File: src/rtl/wb_pkg.sv
// wb_pkg: shared widths and the write-queue entry type for the write-back port arbiter
package wb_pkg;
  localparam int REG_W   = 16;
  localparam int RADDR_W = 3;
  localparam int NREGS   = 8;
  typedef struct packed {
    logic               valid;
    logic [RADDR_W-1:0] rd;
    logic [REG_W-1:0]   data;
  } wb_entry_t;
endpackage

File: src/rtl/wb_wrq.sv
// wb_wrq: circular write queue for LLU results with squash-by-register and pending mask
module wb_wrq
  import wb_pkg::*;
#(
  parameter int DEPTH = 2
) (
  input  logic                         clk,
  input  logic                         rst,
  input  logic                         enq,
  input  logic [RADDR_W-1:0]           enq_rd,
  input  logic [REG_W-1:0]             enq_data,
  input  logic                         deq,
  input  logic                         squash,
  input  logic [RADDR_W-1:0]           squash_rd,
  output wb_entry_t                    head,
  output logic [$clog2(DEPTH+1)-1:0]   count,
  output logic [NREGS-1:0]             pend_mask
);
  localparam int PW = $clog2(DEPTH);
  localparam int CW = $clog2(DEPTH+1);
  wb_entry_t      q [DEPTH];
  logic [PW-1:0]  wp, rp;
  // slot storage and pointers; squashed slots stay occupied but lose their valid bit
  always_ff @(posedge clk or negedge rst) begin
    if (!rst) begin
      wp    <= '0;
      rp    <= '0;
      count <= '0;
      for (int i = 0; i < DEPTH; i++) q[i] <= '0;
    end else begin
      for (int i = 0; i < DEPTH; i++)
        if (squash && q[i].valid && q[i].rd == squash_rd) q[i].valid <= 1'b0;
      if (deq) q[rp].valid <= 1'b0;
      if (enq) q[wp] <= '{valid: 1'b1, rd: enq_rd, data: enq_data};
      wp    <= wp + PW'(enq);
      rp    <= rp + PW'(deq);
      count <= count + CW'(enq) - CW'(deq);
    end
  end
  assign head = q[rp];
  // registers still owed a write by a live queue entry
  always_comb begin
    pend_mask = '0;
    for (int i = 0; i < DEPTH; i++)
      if (q[i].valid) pend_mask[q[i].rd] = 1'b1;
  end
endmodule

File: src/rtl/wb_port_arbiter.sv
// wb_port_arbiter: shares the register-file write port between pipeline write-back and LLU results
module wb_port_arbiter
  import wb_pkg::*;
#(
  parameter int DEPTH        = 2,
  parameter int STARVE_LIMIT = 4
) (
  input  logic               clk,
  input  logic               rst,
  input  logic               pipe_wr_en,
  input  logic [RADDR_W-1:0] pipe_wr_reg,
  input  logic [REG_W-1:0]   pipe_wr_data,
  input  logic               llu_valid,
  input  logic [RADDR_W-1:0] llu_reg,
  input  logic [REG_W-1:0]   llu_data,
  output logic               llu_ready,
  output logic               rf_wr_en,
  output logic [RADDR_W-1:0] rf_wr_reg,
  output logic [REG_W-1:0]   rf_wr_data,
  output logic               pipe_stall,
  output logic [NREGS-1:0]   pend_mask
);
  localparam int AW = $clog2(STARVE_LIMIT+1);
  wb_entry_t                    head;
  logic [$clog2(DEPTH+1)-1:0]   count;
  logic [AW-1:0]                age;
  logic nonempty, xfer, pipe_gnt, bypass, deq, enq, head_gnt;
  // grant priority: forced drain, pipeline, queue head, bypass; nothing is granted while in reset
  always_comb begin
    nonempty   = count != '0;
    llu_ready  = int'(count) < DEPTH;
    xfer       = llu_valid & llu_ready;
    pipe_stall = (age == AW'(STARVE_LIMIT)) & head.valid;
    pipe_gnt   = rst & ~pipe_stall & pipe_wr_en;
    bypass     = rst & ~pipe_stall & ~pipe_wr_en & ~nonempty & xfer;
    deq        = pipe_stall | (~pipe_wr_en & nonempty);
    enq        = xfer & ~bypass;
    head_gnt   = deq & head.valid;
    rf_wr_en   = pipe_gnt | bypass | head_gnt;
    rf_wr_reg  = pipe_gnt ? pipe_wr_reg  : bypass ? llu_reg  : head_gnt ? head.rd   : '0;
    rf_wr_data = pipe_gnt ? pipe_wr_data : bypass ? llu_data : head_gnt ? head.data : '0;
  end
  // head age: counts ungranted cycles of a live head, saturating at the starvation limit
  always_ff @(posedge clk or negedge rst) begin
    if (!rst) age <= '0;
    else age <= (deq || !nonempty) ? '0 :
                (head.valid && age != AW'(STARVE_LIMIT)) ? age + AW'(1) : age;
  end
  wb_wrq #(.DEPTH(DEPTH)) u_wrq (
    .clk       (clk),
    .rst       (rst),
    .enq       (enq),
    .enq_rd    (llu_reg),
    .enq_data  (llu_data),
    .deq       (deq),
    .squash    (pipe_gnt),
    .squash_rd (pipe_wr_reg),
    .head      (head),
    .count     (count),
    .pend_mask (pend_mask)
  );
endmodule

File: config.mk
export PLATFORM = sky130hd
export DESIGN_NAME = wb_port_arbiter
export DESIGN_NICKNAME = d
export VERILOG_FILES = /design/src/rtl/wb_pkg.sv /design/src/rtl/wb_wrq.sv /design/src/rtl/wb_port_arbiter.sv
export SDC_FILE = /design/constraint.sdc
export NUM_CORES = 1
export LEC_CHECK = 0
export ABC_AREA = 1
export CORE_ASPECT_RATIO = 0.6
export CORE_UTILIZATION = 51
export DETAILED_ROUTE_END_ITERATION = 10
export GPL_TIMING_DRIVEN = 0
export PLACE_DENSITY = 0.81
export SLEW_MARGIN = 20
export SYNTH_ARGS = -nofsm -noshare
export SYNTH_HDL_FRONTEND = slang
export SYNTH_HIERARCHICAL = 1
export SYNTH_SLANG_ARGS = --single-unit
File: constraint.sdc
create_clock -name clk -period 3.61 [get_ports clk]
set_input_delay 0.361 -clock clk [delete_from_list [all_inputs] [get_ports clk]]
set_output_delay 0.361 -clock clk [all_outputs]
set_load 0.05 [all_outputs]
==> out/metrics.cfg <==
[setup_path]
end_kind = primary output
crit_start = u_wrq/rp
crit_end = rf_wr_data[4]
critical_path_class = flop to primary output
slowest_delay_ns = 0.80
worstPathRequired_ns = 3.25
cp_common_cell = nand3_1
r2r-end = u_wrq/q[36]
rrSetupSlack_ns = 0.33
crit_fanout = 13
startpoint_type = flop
crit_slowest_cell = clkdlybuf4s50_1
cp_top_family = buffers and inverters
r2r_cells = 12
crit_buf_inv = 5
cp.arrival_ns = 3.09
cp.depth = 10
crit_chain = buf_2 -> clkbuf_2 -> o21ai_0 -> buf_6 -> nand3_2 -> o21ai_2 -> buf_4 -> nand3_1 -> nand3_1 -> clkdlybuf4s50_1
worstReg2RegStart = u_wrq/rp

[drt]
num_vias = 3164
initialDrtViolationCount = 392
drt_wl_total_um = 9560
drcViolationCount = 0
drtAntennaViolNets = 0
drtPass1Iterations = 6
viasPerCell = 5.50
wl_per_cell_um = 16.6

[global_route]
grt_max_degree = 29
grt-ovfl-total = 0
grt_pass1_wl_um = 15100
grt_usage_pct = 31.8
antenna_found_initial = 0
grt_pass1_vias = 2950

[final_layout]
num_antenna_cells = 0
layoutNonFillerInstCount = 575
num-fill-cells = 477
fin_area_um2 = 4010
layout.nets = 542
postLayoutCoreUtil_pct = 70.3
area_delta_synth_final_pct = 30.1
drive_above_1_share_pct = 11.7

[synth]
synth_top_area_share_pct = 38.2
synth_ff_type = dfrtp_1
synth.distinct_cells = 27
syn-num-nets = 463
synth_top_area_cell = dfrtp_1
synth-edff-count = 0
ys_top_cells_by_area = dfrtp_1 (38%), nand3_1 (14%), nand2_1 (12%)
netlist_top_cells_count = nand2_1 (97), nand3_1 (85), inv_1 (51)
synth_area_um2 = 3080
yosysMostFrequentCell = nand2_1
synth_cells = 415
ys_async_sr_fraction_pct = 100
syn_avg_cell_area_um2 = 7.42
synth-seq-area-share_pct = 38.2
ys_warn_count = 6
ys_ff_latch = 47

[floorplanning]
placementRows = 21
die_h_um = 62.2
dieArea_um2 = 6360
start_util_pct = 54.0
die_x_um = 102
io_pins = 72
core_area_um2 = 5700

[sta]
fmax_ghz = 0.290
finalClockSkew_ns = 0.00342
finalHoldViolCount = 0
worstMarginPinSlew_ns = 0.657
whs_ns = 0.0170
period_share_pct = 95.5
finalMaxSlewViolations = 0
relSlewSlack_pct = 55.9
period_needed_ns = 3.45
rsz0062_at_grt = no
setup_viol = 0

[clock_tree]
numCtsBuffers = 5
tritoncts = done
insertion_delay_ns = 0.30
cts_num_sinks = 47
cts_buffer_depth = 2
cts-root-buf = clkbuf_8
path_clk_slew_ns = 0.08
htreeDepth = 2

[placed_design]
numPortBuffers = 71
dp_cells = 567
dp_hpwl_um = 7020
dpl-instance-area_um2 = 3910
gp_congestion = 0.908

[power]
p_per_area_nw_per_um2 = 724
p_leak_nw = 1.75
power_mw = 2.90
max-vdd-ir-drop_uv = 385

[job]
max-cap-violations = 0

[worst_hold_path]
min_path_type = primary input to async pin

[run_status]
status = complete, no violations

## sequential cells by signal, summed over array words and instances (netlist names)
signal       cells
u_wrq/count      2
u_wrq/q         40
age              3
u_wrq/wp         1
u_wrq/rp         1
## cell type report
cell class / count / area [um2] / area share, %
flip-flops and latches: 47 / 1180 / 29.4
inverters: 55 / 206 / 5.15
plain buffers: 28 / 219 / 5.47
repair buffers: 72 / 726 / 18.1
clock buffers: 8 / 100 / 2.50
well taps: 80 / 100 / 2.50
multi-input cells: 285 / 1480 / 36.9
## cell usage in the layout (no fill, tap or decap), types with 9 or more instances in the layout
cell type	instances
clkdlybuf4s50_1	70
o21ai_0	42
nor2_1	12
nand2_1	97
nand3_1	85
dfrtp_1	47
o22ai_2	10
o22ai_1	9
buf_6	11
inv_1	51
## cells by family (layout without fill, tap and decap cells)
logic type / count (synthesis) / count (layout) / synth area share, %
AO/OA/AOI/OAI: 71 / 71 / 14.7
XOR/XNOR: 4 / 4 / 1.14
adder cells (fa/ha/maj): 6 / 6 / 2.44
buffers and inverters: 83 / 163 / 13.8
flip-flops: 47 / 47 / 38.2
AND/OR/NAND/NOR: 204 / 204 / 29.8
## through the flow
step	setup WS, ns	setup TNS [ns]
after floorplan	1.06	0
after detailed placement	0.417	0
after CTS	0.120	0
final	0.163	0
after global routing	0.00514	0
after global placement	-0.838	-42.16
## worst register-to-register path, delay by kind of cell, from the launching register on
family | cells | cell delay (ns)
buffers and inverters | 5 | 1.17
adder cells (fa/ha/maj) | 1 | 0.27
AND/OR/NAND/NOR | 4 | 0.86
flip-flops | 1 | 0.36
AO/OA/AOI/OAI | 2 | 0.50
## worst min-delay path by stage
stage | start | endpoint | slack [ns]
CTS | rst | u_wrq/q[30] | 0.03
floorplan | rst | age[0] | 0.07
global placement | u_wrq/q[20] | u_wrq/q[20] | 0.49
global route | rst | u_wrq/q[30] | 0.05
detailed placement | rst | u_wrq/q[30] | 0.36
finish | rst | u_wrq/q[30] | 0.02
## power breakdown
| part | leakage (nW) | switching [mW] | internal, mW |
|---|---|---|---|
| Combinational | 1.06 | 1.09 | 0.558 |
| Clock | 0.0515 | 0.175 | 0.175 |
| Sequential | 0.630 | 0.161 | 0.745 |
| Total | 1.75 | 1.42 | 1.48 |
## metal layers
layer / global-route usage [%] / vias up / part of all wire (%) / wire, um
met5: 0 / - / 0 / 0
met4: 5.18 / 0 / 1.1 / 102
met3: 8.33 / 16 / 13 / 1200
met2: 46.5 / 181 / 44 / 4170
met1: 47.7 / 1451 / 43 / 4090
li1: - / 1516 / - / -
## what timing repair did
action / in CTS / in global routing
gates resized for setup: 0 / 1
buffers inserted: 0 / 0
setup endpoints to repair: 0 / 7
hold buffers: 0 / 0
Power figures use the tool's default switching activity.
